==> src/rtl/rvfi_ref_pkg.sv <==
// Shared types for the RVFI reference-model transmit link.
// Record layout, FSM states and order-counter width.
package rvfi_ref_pkg;

    localparam int XLEN         = 32;
    localparam int ILEN         = 32;
    localparam int RVFI_ORDER_W = 64;

    typedef struct packed {
        logic [ILEN-1:0] insn;
        logic [XLEN-1:0] pc_rdata;
        logic [XLEN-1:0] pc_wdata;
        logic [4:0]      rd_addr;
        logic [XLEN-1:0] rd_wdata;
        logic            trap;
        logic            halt;
    } rec_t;

    typedef enum logic {
        RUN    = 1'b0,
        HALTED = 1'b1
    } state_e;

endpackage

==> src/rtl/rvfi_ref_fifo.sv <==
// Synchronous record FIFO with flush; flush wins over push and pop.
// Occupancy is held explicitly so full/empty need no pointer tricks.
module rvfi_ref_fifo
    import rvfi_ref_pkg::*;
#(
    parameter int DEPTH = 4,
    localparam int PW = $clog2(DEPTH),
    localparam int CW = PW + 1
) (
    input  logic          clk_i,
    input  logic          rst_ni,
    input  logic          push_i,
    input  rec_t          wdata_i,
    input  logic          pop_i,
    input  logic          flush_i,
    output rec_t          head_o,
    output logic [CW-1:0] count_o,
    output logic          full_o,
    output logic          empty_o
);

    rec_t          mem_q [DEPTH];
    logic [PW-1:0] wr_q;
    logic [PW-1:0] rd_q;
    logic [CW-1:0] cnt_q;
    logic          do_push;
    logic          do_pop;

    assign full_o  = (cnt_q == CW'(DEPTH));
    assign empty_o = (cnt_q == '0);
    assign do_push = push_i && !full_o && !flush_i;
    assign do_pop  = pop_i && !empty_o && !flush_i;
    assign head_o  = mem_q[rd_q];
    assign count_o = cnt_q;

    always_ff @(posedge clk_i) begin
        if (do_push) begin
            mem_q[wr_q] <= wdata_i;
        end
    end

    always_ff @(posedge clk_i) begin
        if (!rst_ni || flush_i) begin
            wr_q  <= '0;
            rd_q  <= '0;
            cnt_q <= '0;
        end else begin
            if (do_push) begin
                wr_q <= wr_q + PW'(1);
            end
            if (do_pop) begin
                rd_q <= rd_q + PW'(1);
            end
            case ({do_push, do_pop})
                2'b10:   cnt_q <= cnt_q + CW'(1);
                2'b01:   cnt_q <= cnt_q - CW'(1);
                default: cnt_q <= cnt_q;
            endcase
        end
    end

endmodule

==> src/rtl/rvfi_ref_tx.sv <==
// Reference-model retirement transmitter: buffers Spike records and
// emits one registered RVFI record per DUT retirement request.
module rvfi_ref_tx
    import rvfi_ref_pkg::*;
#(
    parameter int DEPTH = 4,
    localparam int CW = $clog2(DEPTH) + 1
) (
    input  logic                    clk_i,
    input  logic                    rst_ni,
    input  logic                    rec_valid_i,
    output logic                    rec_ready_o,
    input  rec_t                    rec_i,
    input  logic                    retire_req_i,
    input  logic                    flush_i,
    output logic                    rvfi_valid_o,
    output logic [RVFI_ORDER_W-1:0] rvfi_order_o,
    output logic [ILEN-1:0]         rvfi_insn_o,
    output logic [XLEN-1:0]         rvfi_pc_rdata_o,
    output logic [XLEN-1:0]         rvfi_pc_wdata_o,
    output logic [4:0]              rvfi_rd_addr_o,
    output logic [XLEN-1:0]         rvfi_rd_wdata_o,
    output logic                    rvfi_trap_o,
    output logic                    rvfi_halt_o,
    output logic                    underflow_o,
    output logic [CW-1:0]           count_o
);

    state_e                  state_q;
    state_e                  state_d;
    logic [RVFI_ORDER_W-1:0] order_q;
    logic [RVFI_ORDER_W-1:0] order_d;
    rec_t                    head;
    logic                    full;
    logic                    empty;
    logic                    push_en;
    logic                    pop_en;
    logic                    uf_set;

    logic                    valid_q;
    logic [RVFI_ORDER_W-1:0] ord_out_q;
    logic [ILEN-1:0]         insn_q;
    logic [XLEN-1:0]         pc_rdata_q;
    logic [XLEN-1:0]         pc_wdata_q;
    logic [4:0]              rd_addr_q;
    logic [XLEN-1:0]         rd_wdata_q;
    logic                    trap_q;
    logic                    halt_q;
    logic                    uf_q;

    rvfi_ref_fifo #(.DEPTH(DEPTH)) u_fifo (
        .clk_i   (clk_i),
        .rst_ni  (rst_ni),
        .push_i  (push_en),
        .wdata_i (rec_i),
        .pop_i   (pop_en),
        .flush_i (flush_i),
        .head_o  (head),
        .count_o (count_o),
        .full_o  (full),
        .empty_o (empty)
    );

    always_ff @(posedge clk_i) begin
        if (!rst_ni) begin
            state_q <= RUN;
        end else begin
            state_q <= state_d;
        end
    end

    always_comb begin
        state_d = state_q;
        unique case (state_q)
            RUN:     if (pop_en && head.halt) state_d = HALTED;
            HALTED:  state_d = HALTED;
            default: state_d = RUN;
        endcase
    end

    // Ready looks only at current occupancy, never at a same-cycle pop.
    always_comb begin
        rec_ready_o = 1'b0;
        pop_en      = 1'b0;
        uf_set      = 1'b0;
        unique case (state_q)
            RUN: begin
                rec_ready_o = !full;
                pop_en      = retire_req_i && !empty && !flush_i;
                uf_set      = retire_req_i && empty;
            end
            default: ;
        endcase
    end

    assign push_en = rec_valid_i && rec_ready_o && !flush_i;
    assign order_d = pop_en ? order_q + RVFI_ORDER_W'(1) : order_q;

    always_ff @(posedge clk_i) begin
        if (!rst_ni) begin
            order_q    <= '0;
            valid_q    <= 1'b0;
            ord_out_q  <= '0;
            insn_q     <= '0;
            pc_rdata_q <= '0;
            pc_wdata_q <= '0;
            rd_addr_q  <= '0;
            rd_wdata_q <= '0;
            trap_q     <= 1'b0;
            halt_q     <= 1'b0;
            uf_q       <= 1'b0;
        end else begin
            order_q <= order_d;
            valid_q <= pop_en;
            uf_q    <= uf_q | uf_set;
            if (pop_en) begin
                ord_out_q  <= order_q;
                insn_q     <= head.insn;
                pc_rdata_q <= head.pc_rdata;
                pc_wdata_q <= head.pc_wdata;
                rd_addr_q  <= head.rd_addr;
                rd_wdata_q <= (head.rd_addr == 5'd0) ? '0 : head.rd_wdata;
                trap_q     <= head.trap;
                halt_q     <= head.halt;
            end
        end
    end

    assign rvfi_valid_o    = valid_q;
    assign rvfi_order_o    = ord_out_q;
    assign rvfi_insn_o     = insn_q;
    assign rvfi_pc_rdata_o = pc_rdata_q;
    assign rvfi_pc_wdata_o = pc_wdata_q;
    assign rvfi_rd_addr_o  = rd_addr_q;
    assign rvfi_rd_wdata_o = rd_wdata_q;
    assign rvfi_trap_o     = trap_q;
    assign rvfi_halt_o     = halt_q;
    assign underflow_o     = uf_q;

endmodule

==> config.mk <==
export PLATFORM = sky130hd
export DESIGN_NAME = rvfi_ref_tx
export DESIGN_NICKNAME = d
export VERILOG_FILES = /design/src/rtl/rvfi_ref_pkg.sv /design/src/rtl/rvfi_ref_fifo.sv /design/src/rtl/rvfi_ref_tx.sv
export SDC_FILE = /design/constraint.sdc
export NUM_CORES = 1
export LEC_CHECK = 0
export CAP_MARGIN = 20
export CORE_ASPECT_RATIO = 0.6
export CORE_MARGIN = 2
export CORE_UTILIZATION = 40
export DETAILED_ROUTE_END_ITERATION = 16
export PLACE_DENSITY = 0.71
export REMOVE_ABC_BUFFERS = 1
export SLEW_MARGIN = 30
export SYNTH_ARGS = -nofsm -noshare
export SYNTH_HDL_FRONTEND = slang
export SYNTH_SLANG_ARGS = --single-unit
==> constraint.sdc <==
create_clock -name clk_i -period 5.4 [get_ports clk_i]
set_input_delay 1.08 -clock clk_i [delete_from_list [all_inputs] [get_ports clk_i]]
set_output_delay 1.08 -clock clk_i [all_outputs]
set_load 0.005 [all_outputs]
# ---- Word-level counts from Yosys, hierarchy flattened
# Memory sizes are Yosys's and may differ from the RTL's. A register that Yosys moved wholly into a read port is not among the register bits.
# Cells that the tools add are included.
dict set report totals {
  regBits 273
  n_memories 1
  ramBits 540
  word_cells 55
}
# name depth word_bits rd rd_ports_with_merged_regs write_ports line_no
set mem_list {}
lappend mem_list {u_fifo.mem_q 4 135 1 1 1 rvfi_ref_fifo.sv:22} ;# rec_t mem_q [DEPTH];
dict set report classes {
  eq_ne 3
  n_mux 11
  reduce_logical 18
  bitwise_logic 2
  add_sub_neg 5
}
# operator count
set ops {}
lappend ops {{$add A64 B1 Y64 const B} 1}
lappend ops {{$mux W32} 1}
lappend ops {{$logic_and A1 B1 Y1} 10}
lappend ops {{$mux W1} 6}
lappend ops {{$pmux W3 S2} 1}
lappend ops {{$logic_not A5 Y1} 1}
lappend ops {{$add A2 B1 Y2 const B} 2}
lappend ops {{$logic_not A1 Y1} 4}
lappend ops {{$mux W2} 2}
lappend ops {{$add A3 B1 Y3 const B} 1}
lappend ops {{$eq A3 B3 Y1 const B} 1}
lappend ops {{$logic_not A3 Y1} 1}
lappend ops {{$sub A3 B1 Y3 const B} 1}
lappend ops {{$eq A2 B1 Y1 const B} 1}
lappend ops {{$eq A2 B2 Y1 const B} 1}
lappend ops {{$pmux W1 S2} 1}
lappend ops {{$reduce_bool A2 Y1} 1}
lappend ops {{$logic_or A1 B1 Y1} 1}
lappend ops {{$not A1 Y1} 1}
lappend ops {{$or A1 B1 Y1} 1}

# ---- Depth between registers and ports, before layout
# Gate-level depths: netlist (run 1).
dict set report logic_depth {
  depth_word 9
  depth_mapped 11
  depth_no_buf 11
}

# ---- Hierarchy
# Synthesis (run 1) repeated with hierarchy kept, for this count alone.
dict set report unflattened {
  cells_unflattened 1965
  area_unflattened_um2 29758.5
}
# module n_inst cells_per_inst seq_area_each_um2 area_each_um2
set modules_own_cells {}
lappend modules_own_cells {rvfi_ref_fifo 1 760 16395.7 19945.4}
lappend modules_own_cells {rvfi_ref_tx 1 1205 5325.1 9813.2}

# ---- Worst setup path before layout (run 1)
# OpenSTA, ideal clock, no wires.
dict set report synth_timing {
  path_type {input to register}
  from {in rec_valid_i}
  to {mem u_fifo.mem_q[0][0] (netlist name) (enable)}
  t_arrival_ps 4617
  setup_slack_ps 273
  n_path_buf 0
  path_stages 3
  t_required_ps 4889
  path_cell_list {and2_1 > nor2b_1 > and2_1}
}
dict set report synth_via {
  elab_chain_len 6
}
# element line_no
set synth_lines {}
lappend synth_lines {{start: declaration} rvfi_ref_tx.sv:11} ;# input logic rec_valid_i,
lappend synth_lines {{$logic_and A1 B1 Y1 (2 in series)} rvfi_ref_tx.sv:96} ;# assign push_en = rec_valid_i && rec_ready_o && !flush_i;
lappend synth_lines {{$logic_and A1 B1 Y1 (2 in series)} rvfi_ref_fifo.sv:31} ;# assign do_push = push_i && !full_o && !flush_i;
lappend synth_lines {{$mux W1} rvfi_ref_fifo.sv:37} ;# if (do_push) begin
lappend synth_lines {{$mux W1 (implied by the code)} rvfi_ref_fifo.sv:38} ;# mem_q[wr_q] <= wdata_i;
lappend synth_lines {{end: declaration} rvfi_ref_fifo.sv:22}
# No other way between the ends.

# ---- Worst setup path in the final report (run 1)
dict set report layout_timing {
  from {in flush_i}
  to {reg order_q[42]}
}
dict set report layout_via {
  elab_chain_len 3
}
# element line_no
set layout_lines {}
lappend layout_lines {{start: declaration} rvfi_ref_tx.sv:15} ;# input logic flush_i,
lappend layout_lines {{$logic_not A1 Y1} rvfi_ref_tx.sv:89} ;# pop_en = retire_req_i && !empty && !flush_i;
lappend layout_lines {{$logic_and A1 B1 Y1} rvfi_ref_tx.sv:89}
lappend layout_lines {{$mux W1} rvfi_ref_tx.sv:86} ;# unique case (state_q)
lappend layout_lines {{end signal: assignment} rvfi_ref_tx.sv:113} ;# order_q <= order_d;
lappend layout_lines {{end: declaration} rvfi_ref_tx.sv:31} ;# logic [RVFI_ORDER_W-1:0] order_q;
# No other way between the ends.
# A chain may end at the register's enable or synchronous reset.

==> impl_metrics.env, run 1 <==
export IMPL_power_density_mw_per_mm2=344.1
export IMPL_cts_sink_count=815
export IMPL_setup_violations=0
export IMPL_drt_iter0_markers=1567
export IMPL_die_area_mm2=0.07657
export IMPL_ant_nets=0
export IMPL_post_route_drc_count=0
export IMPL_final_period_utilization_pct=66.25
export IMPL_final_cell_count_no_fill=3340
export IMPL_overflow=0
export IMPL_fp_dieH_um=215.1
export IMPL_critPathMaxFanout=24
export IMPL_synthFlopType="edfxtp_1"
export IMPL_cp_end_kind="flop"
export IMPL_grt_pass1_wl_mm=105.0
export IMPL_synth_most_common_cell="edfxtp_1"
export IMPL_ys_warn_count=0
export IMPL_leakage_nw=11.32
export IMPL_cp_arrival_ns=4.11
export IMPL_yosys_area_share_adder_pct=0.3199
export IMPL_p_sw_mw=2.531
export IMPL_die_w_um=355.9
export IMPL_reg2reg_to="u_fifo.mem_q[1][52]$_DFFE_PP_"
export IMPL_area_growth_pct=24.01
export IMPL_drt_wl_total_mm=68.88
export IMPL_yosys_area_share_simple_pct=8.331
export IMPL_clockRootBuffer="clkbuf_16"
export IMPL_synth_edf_count=540
export IMPL_placed_cells=3198
export IMPL_synthTopCellsByArea="edfxtp_1 55%, dfxtp_1 19%, mux4_2 10%"
export IMPL_status="completed"
export IMPL_setup_worst_path_end="order_q[42]$_SDFFE_PN0P_"
export IMPL_finalWeightedCongestion=0.9110
export IMPL_final_layout_size_suffix_gt1_share_pct=12.38
export IMPL_whs_ns=0.4529
export IMPL_netSwitchingFraction_pct=19.96
export IMPL_post_cts_buffers=0
export IMPL_finalSetupTns_ns=0
export IMPL_synth_area_leader_cell="edfxtp_1"
export IMPL_min_period_ns=3.578
export IMPL_fillCellCount=6139
export IMPL_io_buffers=344
export IMPL_max_slew_margin_pct=36.31
export IMPL_hpwl_mm=42.08
export IMPL_initial_core_util_pct=40.38
export IMPL_synthesis_area_mm2=0.02972
export IMPL_final_core_util_pct=50.07
export IMPL_worstSetupPathType="input port to flop"
export IMPL_fmax_ghz=0.2795
export IMPL_cts_buffers=75
export IMPL_synth_avg_cell_area_um2=15.16
export IMPL_hp_class="flop to flop"
export IMPL_synth_compound_area_share_pct=5.338
export IMPL_synth_top_family_by_area="multiplexers"
export IMPL_ir_drop_v=0.0002451
export IMPL_yosysTopAreaCellShare_pct=54.56
export IMPL_routedWlPerCell_um=20.62
export IMPL_antenna_found_initial=5
export IMPL_clock_skew_ns=0.01413
export IMPL_dp_slack_ns=1.234
export IMPL_multiInputGateArea_mm2=0.007508
export IMPL_synthXorXnorAreaFrac_pct=0.9430
export IMPL_required_ns=5.94
export IMPL_r2r_slack_ns=2.33
export IMPL_clock_power_share_pct=43.8
export IMPL_synth_common_cells="540 x edfxtp_1, 361 x nand2_1, 275 x dfxtp_1"
export IMPL_via_count=17780
export IMPL_fin_nets=2435
export IMPL_grt_use_total_pct=17.74
export IMPL_clkTransAtPathRegs_ns=0.06
export IMPL_via_per_inst=5.322
export IMPL_htreeDepth=3
export IMPL_drv_cap=0
export IMPL_syn_instance_count=1961
export IMPL_internal_power_mw=10.15
export IMPL_yosys_register_bits=815
export IMPL_drv_slew=0
export IMPL_cts_hold_buffers=0
export IMPL_first_pass_iters=6
export IMPL_stdcell_area_mm2=0.03686
export IMPL_regArea_mm2=0.02173
export IMPL_sequentialPowerShare_pct=53.3
export IMPL_totalPowerFinal_mw=12.68
export IMPL_holdPathStages=2
export IMPL_synth_seq_area_share_pct=73.08
export IMPL_r2r_start="u_fifo.count_o[0]$_SDFFE_PP0P_"
export IMPL_hold_viol=0
export IMPL_ios=345
export IMPL_worstSetupStartpoint="flush_i"
export IMPL_pwr_share_comb_pct=2.9
export IMPL_rsz0062_at_grt="false"
export IMPL_core_area_mm2=0.07361
export IMPL_ctsResizeCount=0
export IMPL_start_kind="input port"
export IMPL_synth_mux_area_share_pct=10.26
export IMPL_worst_slew_pin_slew_ns=0.9553
export IMPL_grt_pass1_vias=17880
export IMPL_clock_path_buffers=3
export IMPL_synthArstFlopShare_pct=0
export IMPL_grt_max_degree=172
export IMPL_r2r_cells=6
export IMPL_cts_tree="yes"
export IMPL_finalWorstSetupSlack_ns=1.822
export IMPL_rows=77
export IMPL_insertion_delay_ns=0.61
export IMPL_placed_area_mm2=0.03426
export IMPL_ys_types=39
==> routing by layer <==
| metal | vias to the layer above | share of wire, % | GRT usage (%) |
|---|---|---|---|
| met5 | - | 0.052 | 0 |
| met2 | 626 | 48 | 28.29 |
| met3 | 109 | 7.2 | 3.958 |
| li1 | 8038 | - | - |
| met1 | 8996 | 43 | 24.65 |
| met4 | 6 | 1.9 | 4.585 |
==> placed cells by master (no fill, tap or decap), types with 17 or more instances in the layout <==
cell,netlist,final
nand3_1,22,22
mux4_2,135,135
clkdlybuf4s50_1,0,344
or3_1,21,21
dfxtp_1,275,273
nor4_1,18,18
nand4_1,26,26
edfxtp_1,540,540
nand2_1,361,360
a21oi_1,204,204
a22o_1,32,32
or4_1,17,17
xnor2_1,23,23
nor2_1,52,51
clkbuf_16,0,78
==> worst min-delay path by stage <==
stage,start,endpoint
2_1_floorplan,order_q[63]$_SDFFE_PN0P_,rvfi_order_o[63]$_SDFFE_PN0P_
3_3_place_gp,rvfi_insn_o[12]$_SDFFE_PN0P_,rvfi_insn_o[12]$_SDFFE_PN0P_
3_5_place_dp,rvfi_pc_rdata_o[4]$_SDFFE_PN0P_,rvfi_pc_rdata_o[4]$_SDFFE_PN0P_
4_1_cts,rvfi_pc_rdata_o[4]$_SDFFE_PN0P_,rvfi_pc_rdata_o[4]$_SDFFE_PN0P_
5_1_grt,rvfi_pc_wdata_o[28]$_SDFFE_PN0P_,rvfi_pc_wdata_o[28]$_SDFFE_PN0P_
6_report,rvfi_insn_o[26]$_SDFFE_PN0P_,rvfi_insn_o[26]$_SDFFE_PN0P_
==> flip-flops by register name (all words and copies together) (netlist names), 3 cells and up, named ones only <==
register,flops
rvfi_rd_wdata_o,32
rvfi_pc_rdata_o,32
order_q,64
u_fifo.count_o,3
u_fifo.mem_q,540
rvfi_order_o,64
rvfi_rd_addr_o,5
rvfi_insn_o,32
rvfi_pc_wdata_o,32
==> power by group through the flow <==
| stage | Sequential (mW) | Clock (mW) | Combinational, mW |
|---|---|---|---|
| 6_report | 6.75 | 5.56 | 0.371 |
| 5_1_grt | 6.76 | 5.94 | 0.403 |
| 4_1_cts | 6.76 | 5.68 | 0.377 |
| 3_5_place_dp | 6.89 | 0 | 0.375 |
| 3_3_place_gp | 6.88 | 0 | 0.362 |
| 2_1_floorplan | 6.90 | 0 | 0.138 |
==> cells by family after synthesis <==
family          after synthesis
compound gates              278
xor+xnor                     32
fa+ha+maj                     7
buf+inv                     132
flops                       815
mux                         136
simple gates                561
==> final cells by class <==
class,instances,area share (%)
Antenna cell,2,0.01358
Clock buffer,104,5.832
Clock inverter,36,1.205
Inverter,15,0.1799
Multi-Input combinational cell,1014,20.37
Sequential cell,815,58.95
Tap cell,987,3.351
Timing Repair Buffer,367,10.09
==> critical path, stage by stage <==
cell             delay (ns)
clkdlybuf4s50_1        0.47
or3b_1                 0.45
or3_1                  0.73
or3_1                  0.67
or4_1                  0.56
a21oi_1                0.15
(Power assumes the default switching activity.)
==> run 2: changes to the inputs <==
Settings changed: PLACE_DENSITY 0.71 to 0.68.
Clock period 5.4 ns to 3.5 ns, I/O delays scaled along.
==> impl_metrics.env, run 2 (synthesis results as in run 1) <==
export IMPL_reg2reg_to="order_q[58]$_SDFFE_PN0P_"
export IMPL_setup_violations=0
export IMPL_via_count=17690
export IMPL_ir_drop_v=0.0005927
export IMPL_worst_slew_pin_slew_ns=0.9471
export IMPL_drv_slew=0
export IMPL_fin_nets=2451
export IMPL_hpwl_mm=42.33
export IMPL_rsz0062_at_grt="false"
export IMPL_ant_nets=0
export IMPL_antenna_found_initial=8
export IMPL_status="completed"
export IMPL_fmax_ghz=0.3582
export IMPL_critPathMaxFanout=9
export IMPL_grt_pass1_vias=18050
export IMPL_final_core_util_pct=50.18
export IMPL_largest_reg_flops=540
export IMPL_grt_pass1_wl_mm=106.3
export IMPL_leakage_nw=11.34
export IMPL_cp_end_kind="flop"
export IMPL_clock_power_share_pct=42.6
export IMPL_die_w_um=355.9
export IMPL_htreeDepth=3
export IMPL_die_area_mm2=0.07657
export IMPL_ctsResizeCount=0
export IMPL_holdPathStages=2
export IMPL_clockRootBuffer="clkbuf_16"
export IMPL_r2r_slack_ns=0.71
export IMPL_r2r_start="order_q[0]$_SDFFE_PN0P_"
export IMPL_clock_path_buffers=3
export IMPL_drt_wl_total_mm=70.35
export IMPL_finalWeightedCongestion=0.8813
export IMPL_internal_power_mw=15.28
export IMPL_worstHoldEndpoint="rvfi_pc_rdata_o[3]$_SDFFE_PN0P_"
export IMPL_max_slew_margin_pct=36.28
export IMPL_p_sw_mw=3.909
export IMPL_rows=77
export IMPL_sequentialPowerShare_pct=54.3
export IMPL_r2r_cells=7
export IMPL_netSwitchingFraction_pct=20.37
export IMPL_pwr_share_comb_pct=3.1
export IMPL_layout_common_cells="540 x edfxtp_1, 360 x nand2_1, 344 x clkdlybuf4s50_1"
export IMPL_final_common_cell="edfxtp_1"
export IMPL_drv_cap=0
export IMPL_area_growth_pct=24.27
export IMPL_clock_skew_ns=0.01816
export IMPL_cts_buffers=77
export IMPL_min_period_ns=2.792
export IMPL_hold_viol=0
export IMPL_final_layout_size_suffix_gt1_share_pct=12.67
export IMPL_cp_arrival_ns=3.34
export IMPL_final_period_utilization_pct=79.77
export IMPL_hp_class="flop to flop"
export IMPL_via_per_inst=5.270
export IMPL_cts_sink_count=815
export IMPL_core_area_mm2=0.07361
export IMPL_grt_max_degree=172
export IMPL_io_buffers=344
export IMPL_hold_start="rvfi_pc_rdata_o[3]$_SDFFE_PN0P_"
export IMPL_required_ns=4.05
export IMPL_insertion_delay_ns=0.63
export IMPL_cts_tree="yes"
export IMPL_first_pass_iters=5
export IMPL_grt_use_total_pct=18.20
export IMPL_post_route_drc_count=0
export IMPL_cts_hold_buffers=0
export IMPL_fp_dieH_um=215.1
export IMPL_ios=345
export IMPL_drt_iter0_markers=1445
export IMPL_post_cts_buffers=0
export IMPL_overflow=0
export IMPL_worstSetupPathType="flop to flop"
export IMPL_initial_core_util_pct=40.38
export IMPL_start_kind="flop"
export IMPL_routedWlPerCell_um=20.96
export IMPL_clkTransAtPathRegs_ns=0.06
export IMPL_whs_ns=0.4540
export IMPL_top_register="u_fifo.mem_q"
export IMPL_power_density_mw_per_mm2=519.5
==> run 2: cell types whose count changed in the layout (fill, tap and decap cells not counted), sizes merged <==
cell    before  now
buf         23   37
bufinv       9    4
clkbuf     104  111
clkinv      22   20
inv         19   22
==> run 2: metal layers <==
metal,wire (um),vias to the layer above,global-route usage [%]
li1,-,8088,-
met4,1428,10,5.148
met3,4897,101,4.561
met5,70,-,0
met2,32800,500,28.48
met1,31160,8991,25.27
==> run 2: worst max-delay path: stages (launching register included) <==
cell and delay [ns]:
dfxtp_1 0.40, ha_1 0.25, nand2_1 0.08, or4_1 0.70, buf_4 0.25, nor4_1 0.27, or4b_2 0.61, a21oi_1 0.17
==> run 2: final cells by class <==
class	count	area (um2)
antenna	2	5.005
clock buffer	111	2145
clock inverter	32	324.1
fill	6204	36670
inverter	15	68.82
multi-input combinational	1014	7508
sequential	815	21730
tap	987	1235
timing repair buffer	381	3921
==> run 2: stage by stage <==
stage	total power, mW	TNS, ns	instances	worst slack [ns]	instance area [um2]
final	19.19	0	3357	0.7082	36940
after global routing	19.87	0	3356	0.4372	36930
after CTS	19.44	0	3355	0.7319	36930
after detailed placement	11.23	0	3212	0.1170	34460
after global placement	11.20	0	3212	0.09231	34460
after floorplan	10.86	-1647.87	1844	-5.336	29270
==> run 2: worst max path at each step <==
stage	to	startpoint	depth (start not counted)
5_1_grt	order_q[63]$_SDFFE_PN0P_	order_q[31]$_SDFFE_PN0P_	5
3_3_place_gp	order_q[58]$_SDFFE_PN0P_	retire_req_i	7
4_1_cts	u_fifo.count_o[2]$_SDFFE_PP0P_	u_fifo.count_o[0]$_SDFFE_PP0P_	11
6_report	order_q[58]$_SDFFE_PN0P_	order_q[0]$_SDFFE_PN0P_	7
3_5_place_dp	order_q[58]$_SDFFE_PN0P_	retire_req_i	7
2_1_floorplan	rvfi_rd_wdata_o[0]$_SDFFE_PN0P_	retire_req_i	5
==> run 2: power by group through the flow <==
stage                     clock, mW  sequential (mW)  combinational, mW
final                          8.18             10.4              0.592
after global placement            0             10.6              0.581
after global routing           8.80             10.4              0.641
after floorplan                   0             10.6              0.213
after detailed placement          0             10.6              0.599
after CTS                      8.42             10.4              0.602
==> run 3: changes to the inputs <==
Clock period 3.5 ns to 2.9 ns, I/O delays scaled along.
==> impl_metrics.env, run 3 (synthesis results as in run 1) <==
export IMPL_status="completed"
export IMPL_worst_slew_pin_slew_ns=0.9323
export IMPL_fp_dieH_um=215.1
export IMPL_initial_core_util_pct=40.38
export IMPL_r2r_cells=6
export IMPL_hold_viol=0
export IMPL_cp_end_kind="flop"
export IMPL_ios=345
export IMPL_grt_pass1_vias=17850
export IMPL_drt_wl_total_mm=71.40
export IMPL_clock_skew_ns=0.02541
export IMPL_setup_violations=0
export IMPL_cts_sink_count=815
export IMPL_rows=77
export IMPL_hold_start="rvfi_order_o[19]$_SDFFE_PN0P_"
export IMPL_top_register="u_fifo.mem_q"
export IMPL_overflow=0
export IMPL_gr_usage_met3_pct=4.331
export IMPL_r2r_slack_ns=0.20
export IMPL_cts_tree="yes"
export IMPL_cp_arrival_ns=3.25
export IMPL_post_route_drc_count=0
export IMPL_clock_path_buffers=3
export IMPL_final_layout_size_suffix_gt1_share_pct=14.20
export IMPL_grt_pass1_wl_mm=108.1
export IMPL_largest_reg_flops=540
export IMPL_finalWeightedCongestion=0.9233
export IMPL_io_buffers=344
export IMPL_antenna_found_initial=6
export IMPL_grt_max_degree=92
export IMPL_worstSetupPathType="flop to flop"
export IMPL_cts_buffers=76
export IMPL_cp_slowest_cell="or4_1"
export IMPL_final_core_util_pct=50.71
export IMPL_grtUsageMet2_pct=28.52
export IMPL_layout_common_cells="540 x edfxtp_1, 360 x nand2_1, 344 x clkdlybuf4s50_1"
export IMPL_final_common_cell="edfxtp_1"
export IMPL_netSwitchingFraction_pct=20.50
export IMPL_start_kind="flop"
export IMPL_die_w_um=355.9
export IMPL_final_period_utilization_pct=93.17
export IMPL_fmax_ghz=0.3701
export IMPL_grt_use_total_pct=18.43
export IMPL_insertion_delay_ns=0.62
export IMPL_drv_cap=0
export IMPL_internal_power_mw=18.49
export IMPL_power_density_mw_per_mm2=622.9
export IMPL_hpwl_mm=43.86
export IMPL_ir_drop_v=0.0004366
export IMPL_pwr_share_comb_pct=3.1
export IMPL_max_slew_margin_pct=37.27
export IMPL_critPathMaxStageDelay_ns=0.75
export IMPL_fin_nets=2485
export IMPL_hp_class="flop to flop"
export IMPL_worstSetupStartpoint="order_q[1]$_SDFFE_PN0P_"
export IMPL_core_area_mm2=0.07361
export IMPL_via_per_inst=5.298
export IMPL_placed_area_mm2=0.03482
export IMPL_ant_nets=0
export IMPL_stdcell_area_mm2=0.03733
export IMPL_drt_iter0_markers=1366
export IMPL_reg2reg_to="order_q[40]$_SDFFE_PN0P_"
export IMPL_die_area_mm2=0.07657
export IMPL_top_usage_layer="met2"
export IMPL_leakage_nw=11.56
export IMPL_cts_hold_buffers=0
export IMPL_first_pass_iters=5
export IMPL_min_period_ns=2.702
export IMPL_critPathMaxFanout=12
export IMPL_clockRootBuffer="clkbuf_16"
export IMPL_routedWlPerCell_um=21.06
export IMPL_post_cts_buffers=0
export IMPL_required_ns=3.44
export IMPL_htreeDepth=3
export IMPL_setup_worst_path_end="order_q[40]$_SDFFE_PN0P_"
export IMPL_drv_slew=0
export IMPL_clock_power_share_pct=42.8
export IMPL_clkTransAtPathRegs_ns=0.06
export IMPL_via_count=17960
export IMPL_rsz0062_at_grt="false"
export IMPL_sequentialPowerShare_pct=54.1
export IMPL_path_cells="ha_1 > nand2_1 > or4_1 > or4_4 > or3_1 > a21oi_1"
export IMPL_area_growth_pct=25.60
export IMPL_r2r_start="order_q[1]$_SDFFE_PN0P_"
export IMPL_p_sw_mw=4.765
export IMPL_gr_usage_met1_pct=26.22
==> run 3: cell types whose count changed in the layout (fill, tap and decap cells not counted), moves of 2 or more <==
cell / delta
buf_4: +27
buf_12: +8
clkbuf_1: -6
clkinv_2: +4
clkbuf_8: -2
clkinvlp_4: +2
==> run 3: how the worst min path moves through the flow <==
stage	depth (start not counted)	slack (ns)	endpoint
2_1_floorplan	2	0.44	rvfi_order_o[63]$_SDFFE_PN0P_
3_5_place_dp	2	0.45	rvfi_order_o[19]$_SDFFE_PN0P_
3_3_place_gp	2	0.44	rvfi_pc_rdata_o[28]$_SDFFE_PN0P_
5_1_grt	2	0.47	rvfi_order_o[19]$_SDFFE_PN0P_
6_report	2	0.45	rvfi_order_o[19]$_SDFFE_PN0P_
4_1_cts	2	0.46	rvfi_order_o[19]$_SDFFE_PN0P_
==> run 3: cell type report <==
cell class | instances | area [um2]
Tap cell | 987 | 1235
Antenna cell | 1 | 2.502
Multi-Input combinational cell | 1014 | 7513
Clock buffer | 103 | 2095
Fill cell | 6162 | 36280
Clock inverter | 39 | 401.6
Timing Repair Buffer | 416 | 4284
Sequential cell | 815 | 21730
Inverter | 15 | 68.82
==> run 3: stage by stage <==
| step | hold WS, ns | power, mW | cells | worst slack [ns] | TNS [ns] |
|---|---|---|---|---|---|
| after global routing | 0.4696 | 24.05 | 3390 | 0.1337 | 0 |
| after global placement | 0.4411 | 13.53 | 3247 | -0.3019 | -3.269 |
| after floorplan | 0.4401 | 13.10 | 1844 | -5.865 | -2110.93 |
| after CTS | 0.4558 | 23.54 | 3389 | 0.1442 | 0 |
| final | 0.4545 | 23.25 | 3390 | 0.1980 | 0 |
| after detailed placement | 0.4475 | 13.57 | 3247 | -0.3474 | -3.896 |
==> run 3: repair_timing <==
action / 4_1_cts / 5_1_grt
hold endpoints to repair: 0 / 0
setup endpoints to repair: 0 / 1
gates resized for setup: 0 / 1
==> run 3: metal layers <==
layer	vias to the layer above	part of all wire, %
met2	536	46
li1	8143	-
met5	-	0.084
met3	112	6.5
met4	10	2.2
met1	9159	45
==> run 3: power by group through the flow <==
stage	sequential [mW]	clock [mW]	combinational, mW
CTS	12.6	10.2	0.743
finish	12.6	9.95	0.731
global route	12.6	10.7	0.789
global placement	12.8	0	0.715
detailed placement	12.8	0	0.738
floorplan	12.8	0	0.257
==> run 3: worst max-delay path: cells and delay by family (launching register included) <==
family | cells | cell delay [ns]
compound gates | 1 | 0.14
flops | 1 | 0.37
simple gates | 4 | 1.93
fa+ha+maj | 1 | 0.19
